==> src/rtl/stack_pkg.sv <==
// Types and defaults shared by the bit stack and its command front end.
`timescale 1ns/1ps
package stack_pkg;
  localparam int DEFAULT_DATA_W = 1;

  typedef enum logic [1:0] {
    CMD_NONE,
    CMD_PUSH,
    CMD_POP
  } stack_cmd_t;
endpackage

==> src/rtl/btn_debounce.sv <==
// One raw button -> 2-flop synchroniser, stable-count debounce, single-cycle rise pulse.
// The rise pulse is combinational from the debounced state and its one-cycle delay.
`timescale 1ns/1ps
module btn_debounce #(
  parameter int DEBOUNCE_CYCLES = 16
) (
  input  logic clk,
  input  logic rst,
  input  logic btn,
  output logic rise
);
  localparam int CW = $clog2(DEBOUNCE_CYCLES + 1);
  localparam logic [CW-1:0] LAST = CW'(DEBOUNCE_CYCLES - 1);

  logic          sync1, sync2;
  logic          deb, deb_d;
  logic [CW-1:0] cnt;

  always_ff @(posedge clk or posedge rst) begin
    if (rst) begin
      sync1 <= 1'b0;
      sync2 <= 1'b0;
      deb   <= 1'b0;
      deb_d <= 1'b0;
      cnt   <= '0;
    end else begin
      sync1 <= btn;
      sync2 <= sync1;
      deb_d <= deb;
      // Any agreeing sample restarts the stability run.
      if (sync2 == deb) begin
        cnt <= '0;
      end else if (cnt == LAST) begin
        deb <= ~deb;
        cnt <= '0;
      end else begin
        cnt <= cnt + 1'b1;
      end
    end
  end

  assign rise = deb & ~deb_d;
endmodule

==> src/rtl/stack_cmd_frontend.sv <==
// Conditions raw push/pop buttons and data pins into clean, FULL/EMPTY-gated stack commands.
// Simultaneous requests: push goes first, pop is held one cycle in a pending flag.
`timescale 1ns/1ps
module stack_cmd_frontend
  import stack_pkg::*;
#(
  parameter int DEBOUNCE_CYCLES = 16,
  parameter int DATA_W          = DEFAULT_DATA_W
) (
  input  logic              CLK,
  input  logic              RST,
  input  logic              BTN_PUSH,
  input  logic              BTN_POP,
  input  logic [DATA_W-1:0] DATA_RAW,
  input  logic              FULL,
  input  logic              EMPTY,
  output logic              PUSH,
  output logic              POP,
  output logic [DATA_W-1:0] DATA_OUT,
  output logic              REJECT
);
  logic              push_req, pop_req;
  logic              pop_pend, pend_next;
  logic              rej;
  logic [DATA_W-1:0] data_s1, data_s2;
  stack_cmd_t        cmd;

  btn_debounce #(.DEBOUNCE_CYCLES(DEBOUNCE_CYCLES)) u_push (
    .clk  (CLK),
    .rst  (RST),
    .btn  (BTN_PUSH),
    .rise (push_req)
  );

  btn_debounce #(.DEBOUNCE_CYCLES(DEBOUNCE_CYCLES)) u_pop (
    .clk  (CLK),
    .rst  (RST),
    .btn  (BTN_POP),
    .rise (pop_req)
  );

  // A push always wins the cycle; any outstanding pop folds into one pending pop.
  always_comb begin
    cmd       = CMD_NONE;
    rej       = 1'b0;
    pend_next = 1'b0;
    if (push_req) begin
      pend_next = pop_req | pop_pend;
      if (FULL) rej = 1'b1;
      else      cmd = CMD_PUSH;
    end else if (pop_req | pop_pend) begin
      if (EMPTY) rej = 1'b1;
      else       cmd = CMD_POP;
    end
  end

  always_ff @(posedge CLK or posedge RST) begin
    if (RST) begin
      data_s1  <= '0;
      data_s2  <= '0;
      pop_pend <= 1'b0;
      PUSH     <= 1'b0;
      POP      <= 1'b0;
      REJECT   <= 1'b0;
      DATA_OUT <= '0;
    end else begin
      data_s1  <= DATA_RAW;
      data_s2  <= data_s1;
      pop_pend <= pend_next;
      PUSH     <= (cmd == CMD_PUSH);
      POP      <= (cmd == CMD_POP);
      REJECT   <= rej;
      if (cmd == CMD_PUSH) DATA_OUT <= data_s2;
    end
  end
endmodule

==> config.mk <==
export PLATFORM = sky130hd
export DESIGN_NAME = stack_cmd_frontend
export DESIGN_NICKNAME = d
export VERILOG_FILES = /design/src/rtl/stack_pkg.sv /design/src/rtl/btn_debounce.sv /design/src/rtl/stack_cmd_frontend.sv
export SDC_FILE = /design/constraint.sdc
export NUM_CORES = 1
export LEC_CHECK = 0
export BUFFER_PORTS_ARGS = -buffer_cell sky130_fd_sc_hd__buf_2
export CORE_MARGIN = 1
export CORE_UTILIZATION = 54
export DETAILED_ROUTE_END_ITERATION = 12
export PLACE_DENSITY = 0.75
export SLEW_MARGIN = 0
export SYNTH_ARGS = -nofsm -noshare
export SYNTH_HDL_FRONTEND = slang
export SYNTH_HIERARCHICAL = 1
export SYNTH_SLANG_ARGS = --single-unit
==> constraint.sdc <==
create_clock -name CLK -period 1.6 [get_ports CLK]
set_input_delay 0.08 -clock CLK [delete_from_list [all_inputs] [get_ports CLK]]
set_output_delay 0.08 -clock CLK [all_outputs]
set_load 0.005 [all_outputs]
* Word-level counts from Yosys, hierarchy flattened
Index checks and enable logic that the tools add are counted.
Word-level totals: flip-flop bits (word level) 25
Operators by class: equality and inequality tests 6, bitwise gates (word level) 9, $add $sub $neg 2, reduce and logical (&&, ||, !) cells 2, muxes and demuxes 13
Operator list (number):
- 5-bit two-way mux | 4
- 5-bit by 1-bit adder with 5-bit output (second input constant) | 2
- 5-bit by 4-bit equality test with 1-bit output (second input constant) | 2
- 1-bit two-way mux | 6
- 2-bit two-way mux | 3
- 1-bit NOT | 6
- 2-bit AND reduction | 2
- 1-bit AND | 2
- 1-bit equality test | 2
- 2-bit by 1-bit equality test with 1-bit output (second input constant) | 1
- 2-bit equality test (second input constant) | 1
- 1-bit bitwise OR | 1

* Depth between registers and ports, before layout
Gate-level depths: netlist (run 1).
word-level depth 6, mapped depth 4, mapped depth without buffers 4

* By module
The synthesis (run 1) kept the hierarchy.
Modules (own cells, without submodules):
- btn_debounce | cells an instance 26, seq. area each 225.2 um^2, area an instance 342.8 um^2, times used 2
- stack_cmd_frontend | cells an instance 16, seq. area each 175.2 um^2, area an instance 236.5 um^2, times used 1

* Least setup slack after synthesis (run 1)
OpenSTA, ideal clock, no wires.
kind register to register, from register u_push.deb, to register DATA_OUT, data required time 1.475 ns, arrival time 1.073 ns, slack 0.402 ns, period minus slack after synthesis 1.198 ns, stages on the path, launching flop included 4, library setup time 0.125 ns, cells stage by stage dfrtp_1 > nor2b_1 > nor2b_4 > mux2_4
Between the ends: longest elaborated chain between the ends 3
RTL lines:
- start: declaration | RTL line btn_debounce.sv:16 | logic deb, deb_d;
- start signal: assignment | RTL line btn_debounce.sv:34 | deb <= ~deb;
- 1-bit AND | RTL line btn_debounce.sv:42 | assign rise = deb & ~deb_d;
- via push_req | RTL line stack_cmd_frontend.sv:22 | logic push_req, pop_req;
- 2-bit two-way mux | RTL line stack_cmd_frontend.sv:47 | if (push_req) begin
- 2-bit by 1-bit equality test with 1-bit output | RTL line stack_cmd_frontend.sv:73 | if (cmd == CMD_PUSH) DATA_OUT <= data_s2;
- end signal: assignment | RTL line stack_cmd_frontend.sv:73
- end: declaration | RTL line stack_cmd_frontend.sv:19 | output logic [DATA_W-1:0] DATA_OUT,
The timed path passes the listed nets, and every way through them passes these cells. A chain may end at the register's enable or synchronous reset.

* Final worst setup path (run 1)
from register u_pop.cnt[0], to register u_pop.deb
Between the ends: longest elaborated chain between the ends 2
RTL lines:
- start: declaration | RTL line btn_debounce.sv:17 | logic [CW-1:0] cnt;
- start signal: assignment | RTL line btn_debounce.sv:37 | cnt <= cnt + 1'b1;
- 5-bit by 4-bit equality test with 1-bit output | RTL line btn_debounce.sv:33 | end else if (cnt == LAST) begin
- 2-bit AND reduction (no source line)
- end signal: assignment | RTL line btn_debounce.sv:34
- end: declaration | RTL line btn_debounce.sv:16
No other way between the ends.

==> load_flow_metrics.sql, run 1 <==
INSERT INTO impl_metrics (metric_group, metric, value, unit) VALUES
('status', 'result_of_the_run', 'finished, violations left', ''),
('status', 'failed_checks', 'DRC', ''),
('routing', 'detail-route-antenna-nets', '0', ''),
('worst_setup_path', 'timing.critical_path.buf_inv', '0', ''),
('floorplan', 'core_area', '1560', 'um^2'),
('timing', 'max_freq', '755', 'MHz'),
('clock_tree', 'clock_insertion_delay_worst_skew', '0.30', 'ns'),
('yosys', 'synth_fp_nets', '77', ''),
('routing', 'avgRoutedWirePerCell', '12.5', 'um'),
('yosys', 'number_of_unique_standard_cell_types_used_by_synthesis', '18', ''),
('final_layout', 'final-seq-area', '626', 'um^2'),
('clock_tree', 'h-tree-depth', '1', ''),
('worst_setup_path', 'setup.worst_path.end_class', 'flip-flop', ''),
('final_layout', 'final_layout_size_suffix_gt1_share', '23.9', '%'),
('flow_run', 'cap_viol_max_count', '0', ''),
('worst_setup_path', 'worst-path-max-fanout', '3', ''),
('pwr', 'p_per_area', '915', 'nW/um^2'),
('clock_tree', 'cts_post_setup_buffers_inserted', '0', ''),
('routing', 'post-route-drc-count', '1', ''),
('final_layout', 'top_regs', 'u_pop/cnt (5), u_push/cnt (5)', ''),
('routing', 'detail_route.iter0.violations', '4', ''),
('clock_tree', 'root_buffer', 'sky130_fd_sc_hd__clkbuf_4', ''),
('timing', 'max_slew.worst_pin.slew', '0.343', 'ns'),
('yosys', 'synth_warn', '6', ''),
('yosys', 'netlist_top_cells_area', 'sky130_fd_sc_hd__dfrtp_1 (68%), sky130_fd_sc_hd__xor2_1 (5.7%), sky130_fd_sc_hd__nor2_1 (2.8%)', ''),
('clock_tree', 'cts-buffers-inserted', '3', ''),
('routing', 'drt_first_pass_iters', '8', ''),
('routing', 'dr_total_vias', '523', ''),
('clock_tree', 'cts.sinks', '25', ''),
('final_layout', 'final_core_utilization', '69.2', '%'),
('timing', 'rsz0062_at_grt', 'false', ''),
('final_layout', 'multiInputGateArea', '278', 'um^2'),
('global_routing', 'groute.usage.overall', '16.9', '%'),
('global_routing', 'grt_pass1_vias', '528', ''),
('final_layout', 'final_nets', '98', ''),
('yosys', 'mappedNetlistArea', '922', 'um^2'),
('yosys', 'syn_area_per_cell', '13.6', 'um^2'),
('floorplan', 'die_height', '43.3', 'um'),
('timing', 'finalHoldViolations', '0', ''),
('timing', 'fin_crit', '1.32', 'ns'),
('floorplan', 'design.portCount', '11', ''),
('timing', 'finalCritPeriodShare', '82.7', '%'),
('timing', 'setup-violations-final', '0', ''),
('worst_setup_path', 'worstPathCellList', 'ha_1 -> nand3_2 -> nor2_1 -> mux2_1', ''),
('worst_setup_path', 'setup.reg_to_reg.worst_slack', '0.28', 'ns'),
('global_routing', 'grt_max_degree', '14', ''),
('yosys', 'post-synth-top-area-cell', 'sky130_fd_sc_hd__dfrtp_1', ''),
('yosys', 'yosys_register_bits', '25', ''),
('placement', 'gp_routability_congestion', '0.733', ''),
('worst_setup_path', 'worst_path_dominant_cell_family', 'flip-flops', ''),
('global_routing', 'grt_first_pass_wirelength', '2240', 'um'),
('timing', 'timing.max_slew.rel_slack', '77.1', '%'),
('clock_tree', 'clk_pin_slew_worst_paths', '0.12', 'ns'),
('timing', 'totalNegativeSetupSlack', '0', 'ns'),
('final_layout', 'n_antenna_cell', '0', ''),
('yosys', 'synth_cells', '68', ''),
('yosys', 'netlist.area_leader.share', '67.8', '%'),
('placement', 'portBuffers', '10', ''),
('placement', 'dp.final_hpwl', '967', 'um'),
('floorplan', 'floorplan.rows', '14', ''),
('pwr', 'static-leakage-power', '0.576', 'nW'),
('min_path', 'class_of_the_tightest_hold_or_removal_check', 'primary input to asynchronous set/reset pin', ''),
('timing', 'clock-skew-final', '0.00507', 'ns'),
('global_routing', 'grt_overflow_total', '0', ''),
('routing', 'post_drt_via_cell_ratio', '5.03', ''),
('floorplan', 'initial_core_util', '59.1', '%'),
('final_layout', 'syn_to_layout_area_delta', '17.0', '%'),
('pwr', 'peakVddDrop', '544', 'uV'),
('clock_tree', 'clock_path_buffers', '2', ''),
('worst_setup_path', 'crit_path_max_delay_cell_type', 'sky130_fd_sc_hd__dfrtp_1', ''),
('worst_setup_path', 'worst-setup-path-type', 'flip-flop to flip-flop', '');
-- synthesized netlist by cell type --
master and count:
sky130_fd_sc_hd__nand3_2 2, sky130_fd_sc_hd__nor2b_4 1, sky130_fd_sc_hd__mux2_1 2, sky130_fd_sc_hd__nor2_1 7
sky130_fd_sc_hd__o21ai_0 2, sky130_fd_sc_hd__nor3_1 1, sky130_fd_sc_hd__dfrtp_1 25, sky130_fd_sc_hd__nand3_1 2
sky130_fd_sc_hd__mux2_4 1, sky130_fd_sc_hd__inv_1 5, sky130_fd_sc_hd__and2_1 2, sky130_fd_sc_hd__nor2_2 2
sky130_fd_sc_hd__xor2_1 6, sky130_fd_sc_hd__nor2b_1 3, sky130_fd_sc_hd__nand2_1 1, sky130_fd_sc_hd__ha_1 2
sky130_fd_sc_hd__o21ai_2 2, sky130_fd_sc_hd__and3_1 2
-- layout make-up --
type / instances / share of cell area, %
Clock buffer: 4 / 2.44
Inverter: 5 / 1.74
Multi-Input combinational cell: 38 / 25.8
Sequential cell: 25 / 58.0
Tap cell: 16 / 1.86
Timing Repair Buffer: 16 / 10.2
-- where the power goes --
| part | total (mW) | internal [mW] | switching [mW] |
|---|---|---|---|
| clock network | 0.259 | 0.0970 | 0.162 |
| logic | 0.0634 | 0.0296 | 0.0338 |
| registers | 0.664 | 0.652 | 0.0127 |
-- through the flow --
step                instance area (um^2)  total power [mW]  hold slack (ns)  worst slack [ns]  instances
detailed placement                   992             0.730           0.0367             0.297         94
CTS                                 1080             0.998            0.247             0.275        104
floorplan                            922             0.709           -0.117             0.402         68
global route                        1080              1.04            0.255             0.174        104
global placement                     992             0.725           0.0335             0.344         94
finish                              1080             0.987            0.247             0.276        104
-- worst paths after layout --
path	depth (start not counted)	to	startpoint
max	4	u_pop/deb$_DFFE_PP0P_	u_pop/cnt[0]$_DFF_PP0_
min	3	data_s1$_DFF_PP0_	RST
max reg2reg	4	u_pop/deb$_DFFE_PP0P_	u_pop/cnt[0]$_DFF_PP0_
min reg2reg	0	u_pop/sync2$_DFF_PP0_	u_pop/sync1$_DFF_PP0_
max in group asynchronous	3	u_pop/cnt[1]$_DFF_PP0_	RST
min in group CLK	0	u_pop/sync2$_DFF_PP0_	u_pop/sync1$_DFF_PP0_
-- worst min-delay path, cell delays in order --
cell and delay (ns):
sky130_fd_sc_hd__dlygate4sd3_1 0.53, sky130_fd_sc_hd__buf_2 0.13, sky130_fd_sc_hd__inv_1 0.20
-- what timing repair did --
item / 4_1_cts / 5_1_grt
setup endpoints to repair: 0 / 0
hold buffers: 6 / 0
hold endpoints to repair: 30 / 0
resized for setup: 0 / 0
-- metal layers --
metal / up-vias / share of wire (%) / GRT usage [%]
met3: 2 / 4.1 / 3.83
met1: 248 / 44 / 21.5
met2: 14 / 51 / 27.6
met4: 0 / 1.0 / 7.50
met5: - / 0 / 0
li1: 259 / - / -
-- cells by family (layout without fill, tap and decap cells) --
family          after synthesis  in the layout  synth area share (%)
fa+ha+maj                     2              2                  2.71
flops                        25             25                  67.8
compound gates                4              4                  2.99
buf+inv                       5             25                  2.04
simple gates                 23             23                  14.7
xor+xnor                      6              6                  5.70
mux                           3              3                  4.07
-- placed cells by master (no fill, tap or decap), drive strengths merged --
cell and instances:
nor2 9, xor2 6, nor3 1, clkbuf 4, o21ai 4, ha 2
and2 2, nor2b 4, nand3 4, mux2 3, buf 10, dfrtp 25
and3 2, inv 5, dlygate4sd3 6, nand2 1
No activity file was read; power rests on OpenSTA's default activity.
==> run 2, diff against run 1 <==
--- a/config.mk
+++ b/config.mk
@@ -7,9 +7,9 @@
 export LEC_CHECK = 0
 export BUFFER_PORTS_ARGS = -buffer_cell sky130_fd_sc_hd__buf_2
 export CORE_MARGIN = 1
-export CORE_UTILIZATION = 54
+export CORE_UTILIZATION = 49
 export DETAILED_ROUTE_END_ITERATION = 12
-export PLACE_DENSITY = 0.75
+export PLACE_DENSITY = 0.72
 export SLEW_MARGIN = 0
 export SYNTH_ARGS = -nofsm -noshare
 export SYNTH_HDL_FRONTEND = slang
==> constraint.sdc (replaced) <==
create_clock -name CLK -period 1.08 [get_ports CLK]
set_input_delay 0.054 -clock CLK [delete_from_list [all_inputs] [get_ports CLK]]
set_output_delay 0.054 -clock CLK [all_outputs]
set_load 0.005 [all_outputs]
==> run 2 against run 1 <==
- global-route usage shrank 0.068 points
- fmax grew 12%
- hold slack got worse by 0.031 ns
- final cell count rose by 19%
- sequential power grew 48%
- critical path type unchanged
- via count up 8.4%
- clock-buffer cell count is the same
- the flow finishes with violations (setup timing)
==> load_flow_metrics.sql, run 2 (same netlist as run 1, synthesis figures left out) <==
INSERT INTO impl_metrics (metric_group, metric, value, unit) VALUES
('global_routing', 'grt_antenna_before_repair', '0', ''),
('placement', 'placed_cell_area', '1080', 'um^2'),
('pwr', 'clock_power_share', '25.6', '%'),
('clock_tree', 'cts-buffers-inserted', '3', ''),
('final_layout', 'fillerInstances', '129', ''),
('routing', 'routed_wl', '1410', 'um'),
('routing', 'avgRoutedWirePerCell', '11.3', 'um'),
('final_layout', 'most_frequent_standard_cell_in_the_layout_excluding_fill_and_tap_cells', 'sky130_fd_sc_hd__dfrtp_1', ''),
('pwr', 'sw_frac_of_total', '21.2', '%'),
('floorplan', 'die_outline_width', '45.4', 'um'),
('pwr', 'cell_internal_pwr', '1.17', 'mW'),
('worst_setup_path', 'worst-setup-path-type', 'flip-flop to flip-flop', ''),
('status', 'result_of_the_run', 'finished, violations left', ''),
('timing', 'post-route-worst-setup-slack', '-0.0987', 'ns'),
('flow_run', 'cap_viol_max_count', '0', ''),
('routing', 'detail_route.iter0.violations', '4', ''),
('status', 'failed_checks', 'setup timing', ''),
('final_layout', 'final_cell_mix', 'sky130_fd_sc_hd__dfrtp_1 (25), sky130_fd_sc_hd__buf_2 (10), sky130_fd_sc_hd__buf_4 (10)', ''),
('final_layout', 'stdcell_area', '1240', 'um^2'),
('pwr', 'seq_power_share', '66.1', '%'),
('routing', 'detail-route-antenna-nets', '0', ''),
('timing', 'rsz0062_at_grt', 'true', ''),
('floorplan', 'floorplan.rows', '15', ''),
('timing', 'setup-violations-final', '11', ''),
('global_routing', 'grt_max_degree', '14', ''),
('timing', 'finalMaxSlewViolations', '0', ''),
('min_path', 'class_of_the_tightest_hold_or_removal_check', 'primary input to asynchronous set/reset pin', ''),
('global_routing', 'grt_pass1_vias', '588', ''),
('placement', 'portBuffers', '10', ''),
('floorplan', 'design.portCount', '11', ''),
('routing', 'dr_total_vias', '567', ''),
('final_layout', 'multiInputGateArea', '347', 'um^2'),
('final_layout', 'n_antenna_cell', '0', ''),
('routing', 'post_drt_via_cell_ratio', '4.57', ''),
('clock_tree', 'clock_insertion_delay_worst_skew', '0.30', 'ns'),
('global_routing', 'grt_overflow_total', '0', ''),
('timing', 'max_freq', '848', 'MHz'),
('clock_tree', 'clock_path_buffers', '2', ''),
('pwr', 'total_switching_power', '0.316', 'mW'),
('placement', 'gp_routability_congestion', '0.704', ''),
('clock_tree', 'cts_tree', 'yes', ''),
('final_layout', 'top_regs', 'u_pop/cnt (5), u_push/cnt (5)', ''),
('floorplan', 'core_area', '1750', 'um^2'),
('worst_setup_path', 'worst_ep_arrival_time', '1.38', 'ns'),
('clock_tree', 'clk_pin_slew_worst_paths', '0.12', 'ns'),
('placement', 'dp.final_hpwl', '977', 'um'),
('timing', 'timing.max_slew.rel_slack', '76.6', '%'),
('pwr', 'static-leakage-power', '0.632', 'nW'),
('routing', 'drt_first_pass_iters', '4', ''),
('final_layout', 'final_core_utilization', '71.3', '%'),
('final_layout', 'final_layout_size_suffix_gt1_share', '42.4', '%'),
('pwr', 'power_frac_comb', '8.3', '%'),
('worst_setup_path', 'timing.critical_path.required', '1.28', 'ns'),
('clock_tree', 'h-tree-depth', '1', ''),
('pwr', 'fin_total_pwr', '1.49', 'mW'),
('pwr', 'peakVddDrop', '766', 'uV'),
('clock_tree', 'root_buffer', 'sky130_fd_sc_hd__clkbuf_4', ''),
('worst_setup_path', 'worstPathCellList', 'ha_2 -> nand3_2 -> nor2_2 -> mux2_4', ''),
('global_routing', 'groute.usage.overall', '16.8', '%'),
('worst_setup_path', 'crit_path_max_delay_cell_type', 'sky130_fd_sc_hd__dfrtp_1', ''),
('final_layout', 'final_nets', '109', ''),
('floorplan', 'die-area', '2060', 'um^2'),
('routing', 'post-route-drc-count', '0', ''),
('worst_setup_path', 'critical_path_start_type', 'flip-flop', ''),
('pwr', 'p_per_area', '1200', 'nW/um^2'),
('worst_setup_path', 'setup.worst_path.end_class', 'flip-flop', ''),
('clock_tree', 'cts.sinks', '25', ''),
('timing', 'finalCritPeriodShare', '109', '%'),
('timing', 'max_slew.worst_pin.slew', '0.350', 'ns'),
('final_layout', 'syn_to_layout_area_delta', '35.0', '%'),
('timing', 'fin_crit', '1.18', 'ns'),
('worst_setup_path', 'worst_path_dominant_cell_family', 'flip-flops', ''),
('floorplan', 'initial_core_util', '52.8', '%'),
('final_layout', 'final-seq-area', '626', 'um^2'),
('timing', 'clock-skew-final', '0.00281', 'ns'),
('timing', 'finalHoldViolations', '0', ''),
('worst_setup_path', 'worst-path-max-fanout', '2', ''),
('global_routing', 'grt_first_pass_wirelength', '2330', 'um'),
('worst_setup_path', 'timing.critical_path.buf_inv', '0', ''),
('worst_setup_path', 'critical-path-max-stage-delay', '0.38', 'ns'),
('floorplan', 'die_height', '45.4', 'um');
run 2: worst min-delay path, delay by kind of cell:
kind / cells / cell delay, ns
buffers and inverters: 3 / 0.86
run 2: layout make-up:
cell class | instances | share of cell area (%)
tap | 25 | 2.51
sequential | 25 | 50.3
inverter | 5 | 1.51
timing repair buffer | 27 | 15.8
multi-input combinational | 38 | 27.8
clock buffer | 4 | 2.11
run 2: final timing paths:
check	from	to	slack, ns	depth (start not counted)
max in group asynchronous	RST	u_pop/cnt[2]$_DFF_PP0_	0.57	3
setup / recovery	u_pop/cnt[0]$_DFF_PP0_	u_pop/deb$_DFFE_PP0P_	-0.1	4
hold / removal	RST	PUSH$_DFF_PP0_	0.22	3
min in group CLK	u_pop/sync1$_DFF_PP0_	u_pop/sync2$_DFF_PP0_	0.36	0
hold reg to reg	u_pop/sync1$_DFF_PP0_	u_pop/sync2$_DFF_PP0_	0.36	0
setup reg to reg	u_pop/cnt[0]$_DFF_PP0_	u_pop/deb$_DFFE_PP0P_	-0.1	4
run 2: power by group through the flow:
stage	clock network, mW	logic, mW	registers (mW)
floorplan	0	0.0528	0.999
global placement	0	0.0914	0.999
detailed placement	0	0.0979	1.00
CTS	0.405	0.116	0.983
global route	0.436	0.140	0.989
finish	0.382	0.123	0.985
run 2: timing repair:
action / 4_1_cts / 5_1_grt
gates resized for setup: 5 / 7
hold endpoints to repair: 31 / 0
endpoints found under the setup margin: 11 / 13
setup buffers: 0 / 2
pin swaps: 3 / 3
hold buffers: 6 / 0
run 2: through the flow:
step	hold slack, ns	std cells	setup TNS, ns	setup slack [ns]
6_report	0.217	124	-0.445	-0.0987
5_1_grt	0.226	124	-1.13	-0.147
4_1_cts	0.213	122	-0.401	-0.0921
3_5_place_dp	0.00770	112	-0.277	-0.100
3_3_place_gp	0.00585	112	-0.118	-0.0668
2_1_floorplan	-0.143	68	-0.214	-0.0808
run 2: layer usage:
layer	wire, um	up-vias	track usage, %
met5	0	-	0
met4	23	0	10.9
met3	32	2	3.57
met2	720	10	28.9
met1	631	277	18.6
li1	-	278	-
